<file path="src/rtl/fb_pkg.sv">
// Shared screen constants and the write-source state type for the frame manager sources.
package fb_pkg;

    localparam int unsigned DRAW_WIDTH        = 640;
    localparam int unsigned DRAW_HEIGHT       = 480;
    localparam int unsigned SCALE_DOWN_FACTOR = 2;
    localparam int unsigned COLOR_DEPTH       = 9;

    localparam int unsigned SCALE_SHIFT   = $clog2(SCALE_DOWN_FACTOR);
    localparam int unsigned SCALED_WIDTH  = DRAW_WIDTH >> SCALE_SHIFT;
    localparam int unsigned SCALED_HEIGHT = DRAW_HEIGHT >> SCALE_SHIFT;

    typedef enum logic [1:0] {
        StIdle,
        StWrite,
        StRelease
    } src_state_e;

endpackage

</file>
<file path="src/rtl/fb_rect_source_scanner.sv">
// Loadable 2-D cell counter: walks cy0..cy1 (outer) and cx0..cx1 (inner), one cell per enable.
module fb_cell_scanner #(
    parameter int unsigned XW = 10,
    parameter int unsigned YW = 9
) (
    input  logic          clk,
    input  logic          resetN,
    input  logic          load,
    input  logic          en,
    input  logic [XW-1:0] cx0,
    input  logic [XW-1:0] cx1,
    input  logic [YW-1:0] cy0,
    input  logic [YW-1:0] cy1,
    output logic [XW-1:0] cx,
    output logic [YW-1:0] cy,
    output logic          on_edge,
    output logic          last
);

    logic [XW-1:0] cx_q, cx_d, cx0_q, cx1_q;
    logic [YW-1:0] cy_q, cy_d, cy0_q, cy1_q;

    always_comb begin
        cx_d = cx_q;
        cy_d = cy_q;
        if (load) begin
            cx_d = cx0;
            cy_d = cy0;
        end else if (en) begin
            if (cx_q == cx1_q) begin
                cx_d = cx0_q;
                cy_d = cy_q + 1'b1;
            end else begin
                cx_d = cx_q + 1'b1;
            end
        end
    end

    always_ff @(posedge clk) begin
        if (!resetN) begin
            cx_q  <= '0;
            cy_q  <= '0;
            cx0_q <= '0;
            cx1_q <= '0;
            cy0_q <= '0;
            cy1_q <= '0;
        end else begin
            cx_q <= cx_d;
            cy_q <= cy_d;
            if (load) begin
                cx0_q <= cx0;
                cx1_q <= cx1;
                cy0_q <= cy0;
                cy1_q <= cy1;
            end
        end
    end

    assign cx      = cx_q;
    assign cy      = cy_q;
    assign on_edge = (cx_q == cx0_q) || (cx_q == cx1_q) || (cy_q == cy0_q) || (cy_q == cy1_q);
    assign last    = (cx_q == cx1_q) && (cy_q == cy1_q);

endmodule

</file>
<file path="src/rtl/fb_rect_source.sv">
// Frame-manager write source that fills one rectangle (optionally bordered) on the scaled grid.
module fb_rect_source
    import fb_pkg::*;
#(
    parameter int unsigned SOURCE_ID         = 0,
    parameter int unsigned SEL_W             = 1,
    parameter int unsigned DRAW_WIDTH        = fb_pkg::DRAW_WIDTH,
    parameter int unsigned DRAW_HEIGHT       = fb_pkg::DRAW_HEIGHT,
    parameter int unsigned SCALE_DOWN_FACTOR = fb_pkg::SCALE_DOWN_FACTOR,
    parameter int unsigned COLOR_DEPTH       = fb_pkg::COLOR_DEPTH
) (
    input  logic                           clk,
    input  logic                           resetN,
    input  logic                           write_awaited,
    input  logic [SEL_W-1:0]               write_source_sel,
    input  logic [$clog2(DRAW_WIDTH)-1:0]  rect_x,
    input  logic [$clog2(DRAW_HEIGHT)-1:0] rect_y,
    input  logic [$clog2(DRAW_WIDTH)-1:0]  rect_w,
    input  logic [$clog2(DRAW_HEIGHT)-1:0] rect_h,
    input  logic [COLOR_DEPTH-1:0]         fill_color,
    input  logic [COLOR_DEPTH-1:0]         border_color,
    input  logic                           border_en,
    output logic                           write_active,
    output logic [$clog2(DRAW_WIDTH)-1:0]  write_x_addr,
    output logic [$clog2(DRAW_HEIGHT)-1:0] write_y_addr,
    output logic [COLOR_DEPTH-1:0]         write_color_data,
    output logic                           busy,
    output logic                           done
);

    localparam int unsigned XW = $clog2(DRAW_WIDTH);
    localparam int unsigned YW = $clog2(DRAW_HEIGHT);
    localparam int unsigned S  = $clog2(SCALE_DOWN_FACTOR);
    localparam logic [XW:0] X_LAST = (XW+1)'(DRAW_WIDTH - 1);
    localparam logic [YW:0] Y_LAST = (YW+1)'(DRAW_HEIGHT - 1);

    src_state_e state_q, state_d;

    logic                   active_q, active_d, done_q, done_d, busy_q, busy_d;
    logic                   scan_end_q, scan_end_d;
    logic [XW-1:0]          x_q, x_d;
    logic [YW-1:0]          y_q, y_d;
    logic [COLOR_DEPTH-1:0] color_q, color_d, fill_q, border_q;
    logic                   ben_q;

    logic          grant, load, en, on_edge, last;
    logic [XW-1:0] cx, ld_cx0, ld_cx1, w_eff;
    logic [YW-1:0] cy, ld_cy0, ld_cy1, h_eff;
    logic [XW:0]   x_sum, x_beg, x_end;
    logic [YW:0]   y_sum, y_beg, y_end;

    assign grant = write_awaited && (write_source_sel == SEL_W'(SOURCE_ID));

    // Bounds use one extra bit so x+w cannot wrap before clamping to the screen.
    always_comb begin
        w_eff  = (rect_w == '0) ? XW'(1) : rect_w;
        h_eff  = (rect_h == '0) ? YW'(1) : rect_h;
        x_sum  = {1'b0, rect_x} + {1'b0, w_eff} - 1'b1;
        y_sum  = {1'b0, rect_y} + {1'b0, h_eff} - 1'b1;
        x_end  = (x_sum > X_LAST) ? X_LAST : x_sum;
        y_end  = (y_sum > Y_LAST) ? Y_LAST : y_sum;
        x_beg  = ({1'b0, rect_x} > X_LAST) ? X_LAST : {1'b0, rect_x};
        y_beg  = ({1'b0, rect_y} > Y_LAST) ? Y_LAST : {1'b0, rect_y};
        ld_cx0 = XW'(x_beg >> S);
        ld_cx1 = XW'(x_end >> S);
        ld_cy0 = YW'(y_beg >> S);
        ld_cy1 = YW'(y_end >> S);
    end

    fb_cell_scanner #(
        .XW (XW),
        .YW (YW)
    ) u_scanner (
        .clk     (clk),
        .resetN  (resetN),
        .load    (load),
        .en      (en),
        .cx0     (ld_cx0),
        .cx1     (ld_cx1),
        .cy0     (ld_cy0),
        .cy1     (ld_cy1),
        .cx      (cx),
        .cy      (cy),
        .on_edge (on_edge),
        .last    (last)
    );

    always_comb begin
        state_d    = state_q;
        active_d   = 1'b0;
        done_d     = 1'b0;
        x_d        = x_q;
        y_d        = y_q;
        color_d    = color_q;
        scan_end_d = scan_end_q;
        load       = 1'b0;
        en         = 1'b0;
        case (state_q)
            StIdle: begin
                if (grant) begin
                    load       = 1'b1;
                    scan_end_d = 1'b0;
                    state_d    = StWrite;
                end
            end
            StWrite: begin
                // scan_end_q marks that the last cell is already on the outputs.
                if (!scan_end_q) begin
                    active_d   = 1'b1;
                    x_d        = cx << S;
                    y_d        = cy << S;
                    color_d    = (ben_q && on_edge) ? border_q : fill_q;
                    en         = 1'b1;
                    scan_end_d = last;
                end else begin
                    done_d     = 1'b1;
                    scan_end_d = 1'b0;
                    state_d    = StRelease;
                end
            end
            StRelease: begin
                if (!write_awaited) begin
                    state_d = StIdle;
                end
            end
            default: state_d = StIdle;
        endcase
        busy_d = (state_d != StIdle);
    end

    always_ff @(posedge clk) begin
        if (!resetN) begin
            state_q    <= StIdle;
            active_q   <= 1'b0;
            done_q     <= 1'b0;
            busy_q     <= 1'b0;
            scan_end_q <= 1'b0;
            x_q        <= '0;
            y_q        <= '0;
            color_q    <= '0;
            fill_q     <= '0;
            border_q   <= '0;
            ben_q      <= 1'b0;
        end else begin
            state_q    <= state_d;
            active_q   <= active_d;
            done_q     <= done_d;
            busy_q     <= busy_d;
            scan_end_q <= scan_end_d;
            x_q        <= x_d;
            y_q        <= y_d;
            color_q    <= color_d;
            if (load) begin
                fill_q   <= fill_color;
                border_q <= border_color;
                ben_q    <= border_en;
            end
        end
    end

    assign write_active     = active_q;
    assign write_x_addr     = x_q;
    assign write_y_addr     = y_q;
    assign write_color_data = color_q;
    assign busy             = busy_q;
    assign done             = done_q;

endmodule

</file>
<file path="config.mk">
export PLATFORM = sky130hd
export DESIGN_NAME = fb_rect_source
export DESIGN_NICKNAME = d
export VERILOG_FILES = /design/src/rtl/fb_pkg.sv /design/src/rtl/fb_rect_source_scanner.sv /design/src/rtl/fb_rect_source.sv
export SDC_FILE = /design/constraint.sdc
export NUM_CORES = 1
export LEC_CHECK = 0
export BUFFER_PORTS_ARGS = -buffer_cell sky130_fd_sc_hd__buf_2
export CAP_MARGIN = 20
export CORE_MARGIN = 1.5
export CORE_UTILIZATION = 36
export CTS_BUF_LIST = sky130_fd_sc_hd__clkbuf_8
export CTS_CLUSTER_DIAMETER = 40
export DETAILED_ROUTE_END_ITERATION = 12
export PLACE_DENSITY_LB_ADDON = 0.05
export SETUP_SLACK_MARGIN = 0.5
export SLEW_MARGIN = 20
export SYNTH_ARGS = -nofsm -noshare
export SYNTH_HDL_FRONTEND = slang
export SYNTH_SLANG_ARGS = --single-unit
</file>
<file path="constraint.sdc">
create_clock -name clk -period 4.5 [get_ports clk]
set_clock_uncertainty 0.2 [all_clocks]
set_input_delay 0.225 -clock clk [delete_from_list [all_inputs] [get_ports clk]]
set_output_delay 0.225 -clock clk [all_outputs]
set_load 0.02 [all_outputs]
</file>
# Word level (Yosys, flattened, before mapping)
# Index checks and enable logic that the tools add are counted.
[totals] input_bits=61 ff_bits=108 word_cells=78 out_inout_bits=31
[classes] reduce_logical=17 bitwise_logic=2 muxes=25 magnitude_cmp=4 addsub=6 n_eq_ne=7
[op_table] op="$mux 10" n=6
[op_table] op="$mux 9" n=6
[op_table] op="$eq 10x10->1" n=2
[op_table] op="$eq 9x9->1" n=2
[op_table] op="$add 10x10->11" n=1
[op_table] op="$gt 11x10->1 const B" n=1
[op_table] op="$mux 11" n=1
[op_table] op="$sub 11x1->11 const B" n=1
[op_table] op="$add 10x1->10 const B" n=1
[op_table] op="$add 9x9->10" n=1
[op_table] op="$gt 10x10->1 const B" n=1
[op_table] op="$gt 10x9->1 const B" n=1
[op_table] op="$logic_not 10->1" n=1
[op_table] op="$sub 10x1->10 const B" n=1
[op_table] op="$add 9x1->9 const B" n=1
[op_table] op="$gt 9x9->1 const B" n=1
[op_table] op="$logic_not 9->1" n=1
[op_table] op="$reduce_and 2->1" n=4
[op_table] op="$reduce_bool 2->1" n=4
[op_table] op="$mux 1" n=7
[op_table] op="$mux 2" n=3
[op_table] op="$pmux 2 s3" n=1
[op_table] op="$logic_and 1x1->1" n=3
[op_table] op="$logic_or 1x1->1" n=3
[op_table] op="other kinds (6)" n=7

# Logic depth before layout (Yosys ltp)
[depth] word_depth=6 depth_mapped=14 mapped_depth_nobuf=14

# Cells and area by module
# A second synthesis with hierarchy kept.
[hier_totals] hier_cells=813 area_unflattened_um2=6588.8
[modules_own_cells] module="fb_rect_source" cells_per_inst=474 seq_area_each_um2=1021.0 area_per_inst_um2=3572.2 n_inst=1
[modules_own_cells] module="fb_cell_scanner" cells_per_inst=339 seq_area_each_um2=1141.1 area_per_inst_um2=3016.6 n_inst=1

# Least setup slack after synthesis
# OpenSTA, ideal clock, no wires.
[synth_path] kind="input-to-reg" start="in rect_h[1]" end="reg u_scanner.cy1_q[0]" n_path_buf=0 t_arrival_ps=2523 setup_slack_ps=1658 path_stages=13 required_time_ps=4181 cell_sequence="nor4_1 > a21oi_1 > ha_1 > inv_1 > ha_1 > fa_1 > a21o_1 > a21oi_2 > o21ai_0 > a21oi_1 > xor2_1 > o311ai_1 > o221a_2"
[synth_via] elab_chain_len=6
[synth_lines] element="start: declaration" line="fb_rect_source.sv:19" rtl="input logic [$clog2(DRAW_HEIGHT)-1:0] rect_h,"
[synth_lines] element="$logic_not 9->1" line="fb_rect_source.sv:57" rtl="h_eff = (rect_h == '0) ? YW'(1) : rect_h;"
[synth_lines] element="$mux 9 (*)" line="fb_rect_source.sv:57"
[synth_lines] element="$add 9x9->10 (*)" line="fb_rect_source.sv:59" rtl="y_sum = {1'b0, rect_y} + {1'b0, h_eff} - 1'b1;"
[synth_lines] element="$sub 10x1->10 (*)" line="fb_rect_source.sv:59"
[synth_lines] element="$gt 10x9->1" line="fb_rect_source.sv:61" rtl="y_end = (y_sum > Y_LAST) ? Y_LAST : y_sum;"
[synth_lines] element="$mux 10 (*)" line="fb_rect_source.sv:61"
[synth_lines] element="end signal: assignment" line="fb_rect_source_scanner.sv:54" rtl="cy1_q <= cy1;"
[synth_lines] element="end: declaration" line="fb_rect_source_scanner.sv:21" rtl="logic [YW-1:0] cy_q, cy_d, cy0_q, cy1_q;"
# Mark *: on every way between the ends. The rest lies on a longest branch, timed or not.
# A chain may end at the register's enable or synchronous reset.

# Final worst setup path
[layout_path] start="in rect_y[1]" end="reg u_scanner.cy1_q[1]"
[layout_via] elab_chain_len=4
[layout_lines] element="start: declaration" line="fb_rect_source.sv:17" rtl="input logic [$clog2(DRAW_HEIGHT)-1:0] rect_y,"
[layout_lines] element="$add 9x9->10 (*)" line="fb_rect_source.sv:59"
[layout_lines] element="$sub 10x1->10 (*)" line="fb_rect_source.sv:59"
[layout_lines] element="$gt 10x9->1" line="fb_rect_source.sv:61"
[layout_lines] element="$mux 10 (*)" line="fb_rect_source.sv:61"
# Marked as above.

==> flow_metrics.env <==
export IMPL_cts_tree="yes"
export IMPL_io_pins=92
export IMPL_cp_arrival_ps=3420
export IMPL_antenna_left=0
export IMPL_routed_wl_um=15600
export IMPL_clk_pin_slew_ps=110
export IMPL_slowest_delay_ps=520
export IMPL_cts_setup_buffers=0
export IMPL_path_buf_inv=4
export IMPL_p_comb_frac=0.250
export IMPL_r2r_slack_ps=1880
export IMPL_synthCells=754
export IMPL_status="finished clean"
export IMPL_avgSynthCellArea_um2=7.79
export IMPL_relSlewSlack=0.374
export IMPL_clkLatencyLatePin_ps=390
export IMPL_fmax_mhz=300
export IMPL_via_per_inst=5.00
export IMPL_antenna_found_initial=0
export IMPL_core_area_mm2=0.0159
export IMPL_yosysWarnings=0
export IMPL_path_class="in -> reg"
export IMPL_async_reset_ff_frac=0
export IMPL_grt_pass1_wl_um=24900
export IMPL_p_leak_uw=0.00311
export IMPL_power_density_mw_per_mm2=313
export IMPL_synthMuxAreaShare=0.0207
export IMPL_place_gp_congestion=0.898
export IMPL_dpl_hpwl_um=11400
export IMPL_min_path_type="in -> reg"
export IMPL_cts_resized_gates=0
export IMPL_min_period_ps=3340
export IMPL_ctsHoldBuffers=31
export IMPL_cts_root_buf="clkbuf_8"
export IMPL_drive_gt1_frac=0.154
export IMPL_synth_edf_count=0
export IMPL_via_count=5328
export IMPL_synthFlopType="dfxtp_1"
export IMPL_gr_total_overflow=0
export IMPL_portBuffers=89
export IMPL_finalSetupViolations=0
export IMPL_slowest_stage="dlygate4sd3_1"
export IMPL_dieHeight_um=131
export IMPL_cp_data_required_time_ps=4590
export IMPL_pwr_share_clk=0.271
export IMPL_timing_final_crit_share=0.741
export IMPL_final_instance_count_excl_fill=1065
export IMPL_end_kind="register"
export IMPL_pwr_share_seq=0.480
export IMPL_p_int_uw=1450
export IMPL_slew_violations=0
export IMPL_yosys_area_share_simple=0.162
export IMPL_peakVddDrop_mv=0.140
export IMPL_synth_xor_area_frac=0.0775
export IMPL_drtPass1Iterations=6
export IMPL_synth_compound_area_frac=0.200
export IMPL_ys_seq_area_frac=0.361
export IMPL_start_kind="input port"
export IMPL_synthTopCellsByArea="dfxtp_1, ha_1, a21oi_1"
export IMPL_yosysTopAreaCell="dfxtp_1"
export IMPL_cap_viol_max_count=0
export IMPL_synth_seq_cells=106
export IMPL_numCtsBuffers=9
export IMPL_synth_top_area_frac=0.361
export IMPL_tightest_slew_ps=938
export IMPL_pre_cts_ws_ps=1160
export IMPL_wl_per_cell_um=14.7
export IMPL_grt_pass1_vias=4980
export IMPL_yosys_area_share_adder=0.0878
export IMPL_areaGrowthSynthToFinish_pct=18.5
export IMPL_dp_cells=1018
export IMPL_rows=46
export IMPL_hold_viol_final=0
export IMPL_rsz0062_at_grt="no"
export IMPL_worst_slack_ps=1160
export IMPL_diodes=0
export IMPL_dieArea_mm2=0.0171
export IMPL_yosysUniqueCellTypes=62
export IMPL_drcViolationCount=0
export IMPL_crit_chain="dlygate4sd3_1, buf_2, inv_1, ha_1, inv_1, ha_1, fa_1, a21o_1, a21oi_2, o21ai_0, a21oi_1, xor2_1, o311ai_1, o221a_2"
export IMPL_synth_top_family_by_area="compound AO/OA/AOI/OAI gates"
export IMPL_crit_family="compound AO/OA/AOI/OAI gates"
export IMPL_cp_max_fo=4
export IMPL_die_x_um=131
export IMPL_gr_usage_all_layers=0.188
export IMPL_grt_max_degree=45
export IMPL_htree_levels=3
export IMPL_start_util=0.370
export IMPL_swShare=0.335
export IMPL_cts_buffer_depth=2
export IMPL_syn_cell_area_mm2=0.00587
export IMPL_switching_power_uw=730
export IMPL_nNetsFinal=945
export IMPL_fin_tns_setup_ps=0
export IMPL_first_iter_violations=256
export IMPL_clock_sinks=106
==> final cells by class <==
class / instances / area (µm²)
clock buffer: 10 / 138
clock inverter: 6 / 58.8
fill: 1684 / 8920
inverter: 82 / 308
multi-input combinational: 516 / 3240
sequential: 106 / 2120
tap: 216 / 270
timing repair buffer: 129 / 823
==> cell usage in the layout, fill, tap and decap left out, types with 9 or more instances in the layout <==
cell / count
a21oi_1: 92
a31oi_1: 15
buf_2: 89
buf_4: 9
clkbuf_8: 10
dfxtp_1: 106
dlygate4sd3_1: 31
ha_1: 38
inv_1: 81
mux2i_1: 11
nand2_1: 109
nand3_1: 16
nor2_1: 38
nor4_1: 10
o21ai_0: 44
xnor2_1: 33
xor2_1: 19
==> stage by stage <==
stage                      util  total power (µW)  hold WS (ps)  instance area [µm²]
after floorplan               -              1440           161                 5880
after global routing      0.438              2320          29.0                 6960
after detailed placement  0.406              1590           245                 6450
after CTS                 0.438              2210         0.121                 6960
final                     0.438              2180          13.8                 6960
after global placement    0.406              1580           242                 6450
==> cell usage after synthesis, drive strengths merged (5+ instances only) <==
master / instances
xor2: 19
nand4: 8
a21oi: 94
buf: 17
dfxtp: 106
nor4: 12
nand3: 16
a31oi: 15
clkbuf: 34
ha: 38
mux2i: 11
o21ai: 46
xnor2: 33
nor2: 40
nor3: 7
nand2: 109
nand2b: 5
a21o: 8
inv: 82
==> per-layer routing <==
metal,share of wire,vias to the layer above,track usage
met2,0.44,135,0.294
met1,0.50,2460,0.269
met3,0.051,10,0.0346
met5,0,-,0
met4,0.010,0,0.0427
li1,-,2723,-
==> sequential cells by signal, summed over array words and instances (netlist names), 2 cells and up <==
name              flops
u_scanner.cx         10
state_q               2
write_y_addr          8
u_scanner.cy          9
u_scanner.cy0_q       8
write_color_data      9
u_scanner.cx0_q       9
write_x_addr          9
u_scanner.cx1_q      10
border_q              9
u_scanner.cy1_q       9
fill_q                9
==> power groups by stage <==
stage / registers (µW) / logic [µW] / clock network [µW]
finish: 1040 / 544 / 589
global route: 1050 / 615 / 650
CTS: 1040 / 549 / 613
detailed placement: 1070 / 523 / 0
global placement: 1060 / 517 / 0
floorplan: 1050 / 395 / 0
==> path summary, 6_finish.rpt <==
check,to,cells past startpoint,from
setup / recovery,u_scanner.cy1_q[1],14,rect_y[1]
hold reg to reg,write_y_addr[4],2,write_y_addr[4]
setup reg to reg,write_color_data[1],9,u_scanner.cx[5]
hold / removal,u_scanner.cx0_q[3],3,rect_x[4]
==> worst reg2reg max path: cells and delay by family, from the launching register on <==
kind / cells / cell delay [ps]
compound gates: 3 / 490
xor+xnor: 1 / 220
simple gates: 2 / 190
buf+inv: 2 / 600
flops: 1 / 570
mux: 1 / 230
==> logic make-up after synthesis <==
family                   count (synthesis)
multiplexers                            12
flip-flops                             106
XOR/XNOR                                52
AO/OA/AOI/OAI                          199
AND/OR/NAND/NOR                        211
other                                    1
adder cells (fa/ha/maj)                 40
buffers and inverters                  133
Note: power is estimated with default switching activity, not from simulation.
